$ cat src/rtl/mips_pkg.sv
// Shared MIPS definitions: opcodes, instruction field positions and small
// decode helpers used by the IF/ID stage and its hazard detector.
package mips_pkg;

    // Opcodes the IF/ID hazard logic cares about
    localparam logic [5:0] OP_RTYPE = 6'h00;
    localparam logic [5:0] OP_BEQ   = 6'h04;
    localparam logic [5:0] OP_BNE   = 6'h05;
    localparam logic [5:0] OP_LW    = 6'h23;
    localparam logic [5:0] OP_SW    = 6'h2B;

    // All-zero word decodes as sll $0,$0,0, i.e. a NOP
    localparam logic [31:0] NOP_INSTR = 32'h0000_0000;

    // Instruction field slice positions
    localparam int OP_MSB = 31;
    localparam int OP_LSB = 26;
    localparam int RS_MSB = 25;
    localparam int RS_LSB = 21;
    localparam int RT_MSB = 20;
    localparam int RT_LSB = 16;

    // Fields of the ID-stage instruction needed for hazard checks
    typedef struct packed {
        logic [5:0] op;
        logic [4:0] rs;
        logic [4:0] rt;
    } idFields_t;

    // Pull op/rs/rt out of a 32-bit instruction word
    function automatic idFields_t decodeFields(input logic [31:0] instr);
        idFields_t f;
        f.op = instr[OP_MSB:OP_LSB];
        f.rs = instr[RS_MSB:RS_LSB];
        f.rt = instr[RT_MSB:RT_LSB];
        return f;
    endfunction

    // rt is a read operand only for R-type, branches and stores
    function automatic logic opUsesRt(input logic [5:0] op);
        return (op == OP_RTYPE) || (op == OP_BEQ) || (op == OP_BNE) || (op == OP_SW);
    endfunction

    // Branches resolve in ID, so they need their operands one stage early
    function automatic logic opIsBranch(input logic [5:0] op);
        return (op == OP_BEQ) || (op == OP_BNE);
    endfunction

endpackage

$ cat src/rtl/if_id_hazard_stage_hazard_detect.sv
// Combinational hazard detector for the instruction sitting in ID.
// Compares the ID source registers against the destinations of the
// instructions in EX and MEM and raises stall when ID must wait.
module hazard_detect
    import mips_pkg::*;
#(
    parameter int REG_ADDR_W = 5
) (
    input  logic [5:0]            op,
    input  logic [REG_ADDR_W-1:0] rs,
    input  logic [REG_ADDR_W-1:0] rt,
    input  logic                  idValid,
    input  logic                  exMemRead,
    input  logic                  exRegWrite,
    input  logic [REG_ADDR_W-1:0] exWrAddr,
    input  logic                  memMemRead,
    input  logic [REG_ADDR_W-1:0] memWrAddr,
    output logic                  stall,
    output logic [2:0]            hazardVec
);

    logic usesRt;
    logic isBr;
    logic exSrc;
    logic memSrc;
    logic loadUse;
    logic brAfterAlu;
    logic brAfterLoad;

    // Register 0 is hard-wired to zero, so a write to it never hazards
    function automatic logic srcMatch(input logic [REG_ADDR_W-1:0] a,
                                      input logic [REG_ADDR_W-1:0] s,
                                      input logic [REG_ADDR_W-1:0] t,
                                      input logic                  rtUsed);
        return (a != '0) && ((a == s) || (rtUsed && (a == t)));
    endfunction

    // Evaluate the three hazard sources for the ID instruction
    always_comb begin
        usesRt      = opUsesRt(op);
        isBr        = opIsBranch(op);
        exSrc       = srcMatch(exWrAddr, rs, rt, usesRt);
        memSrc      = srcMatch(memWrAddr, rs, rt, usesRt);
        // Load in EX: its data only appears after MEM
        loadUse     = exMemRead && exSrc;
        // ALU result in EX is not yet forwardable to the ID comparator
        brAfterAlu  = isBr && exRegWrite && exSrc;
        // Load in MEM: branch in ID still cannot see the loaded value
        brAfterLoad = isBr && memMemRead && memSrc;
        hazardVec   = {brAfterLoad, brAfterAlu, loadUse};
        stall       = idValid && (loadUse || brAfterAlu || brAfterLoad);
    end

endmodule

$ cat src/rtl/if_id_hazard_stage.sv
// IF/ID pipeline register with in-stage hazard detection.
// Holds the fetched instruction and PC+4, freezes PC and IF/ID while the
// ID instruction waits on an operand, squashes IF/ID on a taken
// branch/jump, and counts stall cycles and redirect flushes.
//
// Flow control: fetch offers an instruction with if_valid; it is accepted
// on a rising edge whenever pc_write=1. With pc_write=0 fetch must hold
// both its PC and the offered instruction unchanged.
module if_id_hazard_stage
    import mips_pkg::*;
#(
    parameter int DATA_W     = 32,
    parameter int REG_ADDR_W = 5,
    parameter int CNT_W      = 16
) (
    input  logic                  clk,
    input  logic                  reset,
    input  logic [DATA_W-1:0]     if_instr,
    input  logic [DATA_W-1:0]     if_pc_plus4,
    input  logic                  if_valid,
    input  logic                  ex_mem_read,
    input  logic                  ex_reg_write,
    input  logic [REG_ADDR_W-1:0] ex_wr_addr,
    input  logic                  mem_mem_read,
    input  logic [REG_ADDR_W-1:0] mem_wr_addr,
    input  logic                  redirect,
    output logic [DATA_W-1:0]     id_instr,
    output logic [DATA_W-1:0]     id_pc_plus4,
    output logic                  id_valid,
    output logic                  pc_write,
    output logic                  bubble,
    output logic [CNT_W-1:0]      stall_cnt,
    output logic [CNT_W-1:0]      flush_cnt
);

    logic [5:0]            idOp;
    logic [REG_ADDR_W-1:0] idRs;
    logic [REG_ADDR_W-1:0] idRt;
    logic                  stall;
    logic [2:0]            hazardVec;
    logic                  flush;
    logic [DATA_W-1:0]     nextInstr;
    logic                  nextValid;

    // Slice the decode fields straight out of the registered instruction
    assign idOp = id_instr[OP_MSB:OP_LSB];
    assign idRs = id_instr[RS_MSB:RS_LSB];
    assign idRt = id_instr[RT_MSB:RT_LSB];

    hazard_detect #(
        .REG_ADDR_W (REG_ADDR_W)
    ) u_hazard (
        .op         (idOp),
        .rs         (idRs),
        .rt         (idRt),
        .idValid    (id_valid),
        .exMemRead  (ex_mem_read),
        .exRegWrite (ex_reg_write),
        .exWrAddr   (ex_wr_addr),
        .memMemRead (mem_mem_read),
        .memWrAddr  (mem_wr_addr),
        .stall      (stall),
        .hazardVec  (hazardVec)
    );

    // PC enable, bubble injection and flush decision; stall outranks
    // redirect because a stalled branch compared stale operands
    always_comb begin
        pc_write = 1'b1;
        bubble   = 1'b0;
        flush    = 1'b0;
        if (reset) begin
            pc_write = 1'b0;
            bubble   = 1'b1;
        end else if (stall) begin
            pc_write = 1'b0;
            bubble   = 1'b1;
        end else if (redirect) begin
            flush    = 1'b1;
        end
    end

    // Next IF/ID contents when the register is allowed to advance
    always_comb begin
        nextInstr = NOP_INSTR[DATA_W-1:0];
        nextValid = 1'b0;
        if (!flush && if_valid) begin
            nextInstr = if_instr;
            nextValid = 1'b1;
        end
    end

    // IF/ID register: reset, hold on stall, otherwise advance
    always_ff @(posedge clk) begin
        if (reset) begin
            id_instr    <= NOP_INSTR[DATA_W-1:0];
            id_pc_plus4 <= '0;
            id_valid    <= 1'b0;
        end else if (!stall) begin
            id_instr    <= nextInstr;
            id_pc_plus4 <= if_pc_plus4;
            id_valid    <= nextValid;
        end
    end

    // Saturating performance counters
    always_ff @(posedge clk) begin
        if (reset) begin
            stall_cnt <= '0;
            flush_cnt <= '0;
        end else begin
            if (stall && (stall_cnt != '1)) begin
                stall_cnt <= stall_cnt + CNT_W'(1);
            end
            if (flush && (flush_cnt != '1)) begin
                flush_cnt <= flush_cnt + CNT_W'(1);
            end
        end
    end

    // Which hazard caused a stall is visible on u_hazard.hazardVec
    logic unusedHazard;
    assign unusedHazard = ^hazardVec;

endmodule

$ cat config.mk
export PLATFORM = sky130hd
export DESIGN_NAME = if_id_hazard_stage
export DESIGN_NICKNAME = d
export VERILOG_FILES = /design/src/rtl/mips_pkg.sv /design/src/rtl/if_id_hazard_stage_hazard_detect.sv /design/src/rtl/if_id_hazard_stage.sv
export SDC_FILE = /design/constraint.sdc
export NUM_CORES = 1
export LEC_CHECK = 0
export ABC_AREA = 1
export CORE_MARGIN = 1.5
export CORE_UTILIZATION = 48
export CTS_CLUSTER_DIAMETER = 60
export DETAILED_ROUTE_END_ITERATION = 7
export GPL_TIMING_DRIVEN = 0
export PLACE_DENSITY = 0.83
export SLEW_MARGIN = 20
export SYNTH_ARGS = -nofsm -noshare
export SYNTH_HDL_FRONTEND = slang
export SYNTH_SLANG_ARGS = --single-unit
$ cat constraint.sdc
create_clock -name clk -period 3.4 [get_ports clk]
set_input_delay 0.51 -clock clk [delete_from_list [all_inputs] [get_ports clk]]
set_output_delay 0.51 -clock clk [all_outputs]
set_load 0.005 [all_outputs]
==> results_dict.tcl, run 1 <==
set metrics [dict create \
    wirelength_mm 14.2 \
    post-cts-setup-buffers 0 \
    crit_path_end_kind "output port" \
    drc_errors 0 \
    core_mm2 0.00968 \
    clock_path_buffers 2 \
    fillers 783 \
    std_cell_rows 36 \
    syn_to_final_growth_pct 45.4 \
    cts.reportedPaths.clkPinSlew_ns 0.09 \
    wl_per_cell_um 14.7 \
    syn_avg_cell_area_um2 7.40 \
    grt_pass1_vias 4955 \
    slew_headroom 0.648 \
    fin_cells 965 \
    drtIter0Drc 231 \
    cp_max_fo 13 \
    synth_seq_cells 97 \
    io_buffers 178 \
    ant_nets 0 \
    cp_data_arrival_time_ns 2.53 \
    powerDensity_mw_per_mm2 333 \
    grt_start_max_net_pins 17 \
    finalCritPeriodShare 0.894 \
    slowest_stage "clkdlybuf4s50_1" \
    grt.overflow.total 0 \
    ys.warnings.count 0 \
    fin_nets 910 \
    dieArea_mm2 0.0105 \
    ys_seq_area_frac 0.411 \
    final.min_clock_period_ns 3.04 \
    start_util 0.488 \
    hold_viol 0 \
    status "finished clean" \
    root_buffer "clkbuf_8" \
    total_power_mw 2.29 \
    cpPeakStageDelay_ns 0.57 \
    vias 5187 \
    grt_use_total 0.272 \
    clock_sinks 97 \
    crit_chain "clkdlybuf4s50_1, xor2_1, nor2_1, nand3_1, nand2_1, nand2_1, nand2_2, a21oi_4, clkdlybuf4s50_1" \
    setup_viol 0 \
    netlist_area_mm2 0.00473 \
    crit_buf_inv 2 \
    antenna_found_initial 0 \
    n_antenna_cell 0 \
    syn_inst 639 \
    viasPerCell 5.38 \
    drt_pass1_iterations 5 \
    critPathRequiredTime_ns 2.89 \
    ctsHoldBuffers 0 \
    p_leak_nw 2.52 \
    ctsResizeCount 0 \
    fmax_mhz 329 \
    insertion_delay_ns 0.37 \
    cts-buffers-inserted 9 \
    pin_count 180 \
    drive_above_1_share 0.0601 \
    maxSlewViolCount 0 \
    die_w_um 102 \
    ir_drop_uv 261 \
    worstSetupPathType "in -> out" \
    critPathTopFamily "buffers and inverters" \
    cts_tree "built" \
    h-tree-depth 3 \
    maxCapViolCount 0 \
    finalSetupTns_ns 0 \
    hp-class "reg -> reg" \
    yosysUniqueCellTypes 34 \
    tightest_slew_ns 0.528 \
    dpl.hpwl_mm 10.8 \
    dp.cells 950 \
    whs_ns 0.469 \
    critPathLaunchType "primary input" \
    die_h_um 102 \
    grt_pass1_wl_mm 22.7 \
    synth_fp_nets 722 \
    skew_ns 0.0114 \
    rsz0062_at_grt "false" \
    gp_congestion 0.925 \
]
## stage by stage
step,area (µm²),setup WS [ns],util
finish,6870,0.361,0.710
global route,6870,0.131,0.710
CTS,6870,0.228,0.709
detailed placement,6680,0.242,0.689
global placement,6680,0.291,0.689
floorplan,4730,1.48,-
## cells in the mapped netlist, drive strengths merged
cell | n | area, µm²
a21oi | 61 | 309
a31oi | 2 | 12.5
buf | 19 | 149
clkbuf | 24 | 90.1
clkinv | 1 | 8.76
dfxtp | 97 | 1940
ha | 2 | 25.0
inv | 40 | 150
nand2 | 118 | 470
nand3 | 28 | 145
nand3b | 1 | 7.51
nand4 | 20 | 131
nor2 | 106 | 405
nor3 | 11 | 71.3
nor4 | 1 | 6.26
o2111ai | 32 | 280
o21ai | 37 | 185
o21ba | 1 | 10.0
o21bai | 3 | 22.5
xnor2 | 13 | 114
xor2 | 22 | 193
## cell type report
cell class / instances / area, µm² / area share
plain buffers: 42 / 234 / 0.0340
clock buffers: 9 / 124 / 0.0180
clock inverters: 7 / 70.1 / 0.0102
inverters: 41 / 159 / 0.0231
multi-input cells: 458 / 2400 / 0.349
flip-flops and latches: 97 / 1940 / 0.283
well taps: 133 / 166 / 0.0242
repair buffers: 178 / 1780 / 0.259
## report_power, final
group	total (mW)	switching (mW)	internal (mW)	leakage [nW]
combinational	0.339	0.142	0.197	1.63
clock	0.749	0.409	0.340	0.0994
sequential	1.20	0.0275	1.17	0.795
## worst paths after layout
| path | depth (start not counted) | endpoint | slack (ns) | startpoint |
|---|---|---|---|---|
| setup reg to reg | 9 | stall_cnt[11] | 1.30 | stall_cnt[1] |
| hold reg to reg | 2 | id_instr[1] | 0.47 | id_instr[1] |
| setup / recovery | 9 | pc_write | 0.36 | mem_wr_addr[2] |
| hold / removal | 2 | id_instr[1] | 0.47 | id_instr[1] |
## cells by family (layout without fill, tap and decap cells)
group,count (synthesis),count (layout),synth area share
XOR/XNOR,35,35,0.0648
buffers and inverters,84,277,0.0842
adder cells (fa/ha/maj),2,2,0.00529
flip-flops,97,97,0.411
AO/OA/AOI/OAI,136,136,0.173
AND/OR/NAND/NOR,285,285,0.262
## tightest hold or removal path: stages (launching register included)
cell	delay, ns
dfxtp_1	0.32
nand2_1	0.06
a21oi_1	0.05
## sequential cells by signal (all words and copies together), names as in the netlist
register and cells:
flush_cnt 16, id_instr 32, id_pc_plus4 32, id_valid 1, stall_cnt 16
## per-layer routing
metal	vias up	routed length [µm]	global-route usage
li1	2521	-	-
met1	2430	6010	0.340
met2	204	6770	0.449
met3	32	1110	0.0691
met4	0	326	0.110
met5	-	0	0
## cell usage in the layout (no fill, tap or decap), types with 3 or more instances in the layout
master / count
o21ai_0: 24
nand2_2: 5
buf_6: 7
nor2_2: 3
buf_4: 5
xnor2_1: 13
nor2_1: 103
nand4_1: 19
nor3_1: 9
a21oi_1: 60
clkdlybuf4s50_1: 178
nand2_1: 111
clkinv_2: 3
o2111ai_1: 32
nand3_1: 27
clkbuf_1: 24
buf_2: 4
inv_1: 39
o21bai_1: 3
dfxtp_1: 97
o21ai_1: 13
clkbuf_8: 9
xor2_1: 22
Note: power is estimated with default switching activity, not from simulation.
==> run 2: changes to the inputs <==
--- a/config.mk
+++ b/config.mk
@@ -7,11 +7,11 @@
 export LEC_CHECK = 0
 export ABC_AREA = 1
 export CORE_MARGIN = 1.5
-export CORE_UTILIZATION = 48
+export CORE_UTILIZATION = 44
 export CTS_CLUSTER_DIAMETER = 60
 export DETAILED_ROUTE_END_ITERATION = 7
 export GPL_TIMING_DRIVEN = 0
-export PLACE_DENSITY = 0.83
+export PLACE_DENSITY = 0.77
 export SLEW_MARGIN = 20
 export SYNTH_ARGS = -nofsm -noshare
 export SYNTH_HDL_FRONTEND = slang
==> constraint.sdc (replaced) <==
create_clock -name clk -period 3.26 [get_ports clk]
set_input_delay 0.489 -clock clk [delete_from_list [all_inputs] [get_ports clk]]
set_output_delay 0.489 -clock clk [all_outputs]
set_load 0.005 [all_outputs]
==> results_dict.tcl, run 2 (synthesis gave the netlist of run 1 again) <==
set metrics [dict create \
    status "finished clean" \
    final_util 0.667 \
    wl_per_cell_um 14.7 \
    critPathLaunchType "primary input" \
    dp.cells 953 \
    slowest_stage "clkdlybuf4s50_1" \
    cpPeakStageDelay_ns 0.55 \
    post-cts-setup-buffers 0 \
    r2r_cells 9 \
    grt.overflow.total 0 \
    gp_congestion 0.930 \
    whs_ns 0.472 \
    r2r_slack_ns 1.11 \
    die_h_um 107 \
    holdPathEnd "id_instr[7]" \
    ant_nets 0 \
    cts_tree "built" \
    n_antenna_cell 0 \
    drive_above_1_share 0.0612 \
    io_buffers 178 \
    wirelength_mm 14.3 \
    cp_max_fo 10 \
    maxCapViolCount 0 \
    fin_nets 911 \
    powerDensity_mw_per_mm2 364 \
    finalCritPeriodShare 0.942 \
    grt_use_total 0.248 \
    crit_chain "clkdlybuf4s50_1, xor2_1, nor2_1, nand3_1, nand2_1, nand2_1, nand2_2, a21oi_2, buf_2, clkdlybuf4s50_1" \
    finalSetupTns_ns 0 \
    final_cell_area_mm2 0.00692 \
    root_buffer "clkbuf_8" \
    fin_cells 969 \
    fmax_mhz 325 \
    vias 5021 \
    slew_headroom 0.617 \
    whs_path_depth 2 \
    clock_sinks 97 \
    rsz0062_at_grt "false" \
    layout_commonest_cell "clkdlybuf4s50_1" \
    skew_ns 0.0112 \
    antenna_found_initial 0 \
    hold_viol 0 \
    place_ws_ns 0.137 \
    reg_top3 "id_instr: 32 flops, id_pc_plus4: 32 flops" \
    total_power_mw 2.52 \
    cts-buffers-inserted 9 \
    pin_count 180 \
    r2r-start "stall_cnt[0]" \
    critPathRequiredTime_ns 2.77 \
    cts.reportedPaths.clkPinSlew_ns 0.09 \
    drtIter0Drc 238 \
    h-tree-depth 3 \
    core_mm2 0.0104 \
    hp-class "reg -> reg" \
    ir_drop_uv 237 \
    viasPerCell 5.18 \
    setup_viol 0 \
    start_util 0.456 \
    layout_common_cells "clkdlybuf4s50_1 (177), nand2_1 (111), nor2_1 (103)" \
    die_w_um 107 \
    final.min_clock_period_ns 3.07 \
    grt_start_max_net_pins 16 \
    syn_to_final_growth_pct 46.4 \
    setup_ws_ns 0.188 \
    cp_data_arrival_time_ns 2.58 \
    drc_errors 0 \
    std_cell_rows 37 \
    grt_pass1_vias 4722 \
    worstSetupPathType "in -> out" \
    tightest_slew_ns 0.574 \
    clock_path_buffers 2 \
    grt_pass1_wl_mm 22.7 \
    cp-startpoint "mem_wr_addr[2]" \
    min_from "id_instr[7]" \
    reg2reg_to "stall_cnt[4]" \
    dpl_cell_area_mm2 0.00668 \
    dieArea_mm2 0.0114 \
    drt_pass1_iterations 4 \
    maxSlewViolCount 0 \
    p_leak_nw 2.55 \
    insertion_delay_ns 0.36 \
    dpl.hpwl_mm 10.9 \
    crit_path_end_kind "output port" \
]
-- run 2: report_power, final --
| part | leakage, nW | switching [mW] | total [mW] | internal (mW) |
|---|---|---|---|---|
| combinational | 1.64 | 0.146 | 0.352 | 0.206 |
| clock | 0.123 | 0.419 | 0.915 | 0.496 |
| sequential | 0.795 | 0.0294 | 1.25 | 1.22 |
-- run 2: per-layer routing --
metal | wire [µm] | global-route usage | part of all wire | vias to the layer above
met4 | 261 | 0.0810 | 0.018 | 0
met2 | 6910 | 0.418 | 0.48 | 150
met3 | 809 | 0.0578 | 0.057 | 19
li1 | - | - | - | 2526
met5 | 0 | 0 | 0 | -
met1 | 6280 | 0.310 | 0.44 | 2326
-- run 2: worst max path at each step --
stage	endpoint	slack (ns)	cells after the start
3_3_place_gp	bubble	0.16	15
4_1_cts	bubble	0.12	15
6_report	pc_write	0.19	10
5_1_grt	pc_write	0.06	10
3_5_place_dp	bubble	0.14	15
2_1_floorplan	bubble	1.38	13
-- run 2: area by class of cell --
| class | count | area [µm²] |
|---|---|---|
| inverters | 41 | 159 |
| flip-flops and latches | 97 | 1940 |
| plain buffers | 43 | 239 |
| multi-input cells | 458 | 2390 |
| repair buffers | 178 | 1780 |
| fillers | 898 | 3450 |
| clock buffers | 12 | 165 |
| clock inverters | 4 | 73.8 |
| well taps | 136 | 170 |
-- run 2: critical path, delay by kind of cell --
kind,cells,cell delay [ns]
AND/OR/NAND/NOR,5,0.36
AO/OA/AOI/OAI,1,0.21
XOR/XNOR,1,0.18
buffers and inverters,3,1.33
-- run 2: timing repair --
item	4_1_cts	5_1_grt
gates resized for setup	0	1
hold buffers	0	0
endpoints found under the setup margin	0	1
==> run 3: changes to the inputs <==
--- a/config.mk
+++ b/config.mk
@@ -8,6 +8,7 @@
 export ABC_AREA = 1
 export CORE_MARGIN = 1.5
 export CORE_UTILIZATION = 44
+export CTS_BUF_LIST = sky130_fd_sc_hd__clkbuf_8 sky130_fd_sc_hd__clkbuf_16
 export CTS_CLUSTER_DIAMETER = 60
 export DETAILED_ROUTE_END_ITERATION = 7
 export GPL_TIMING_DRIVEN = 0
==> results of run 3 <==
The final DEF is identical to that of run 2; final timing and power are the same.
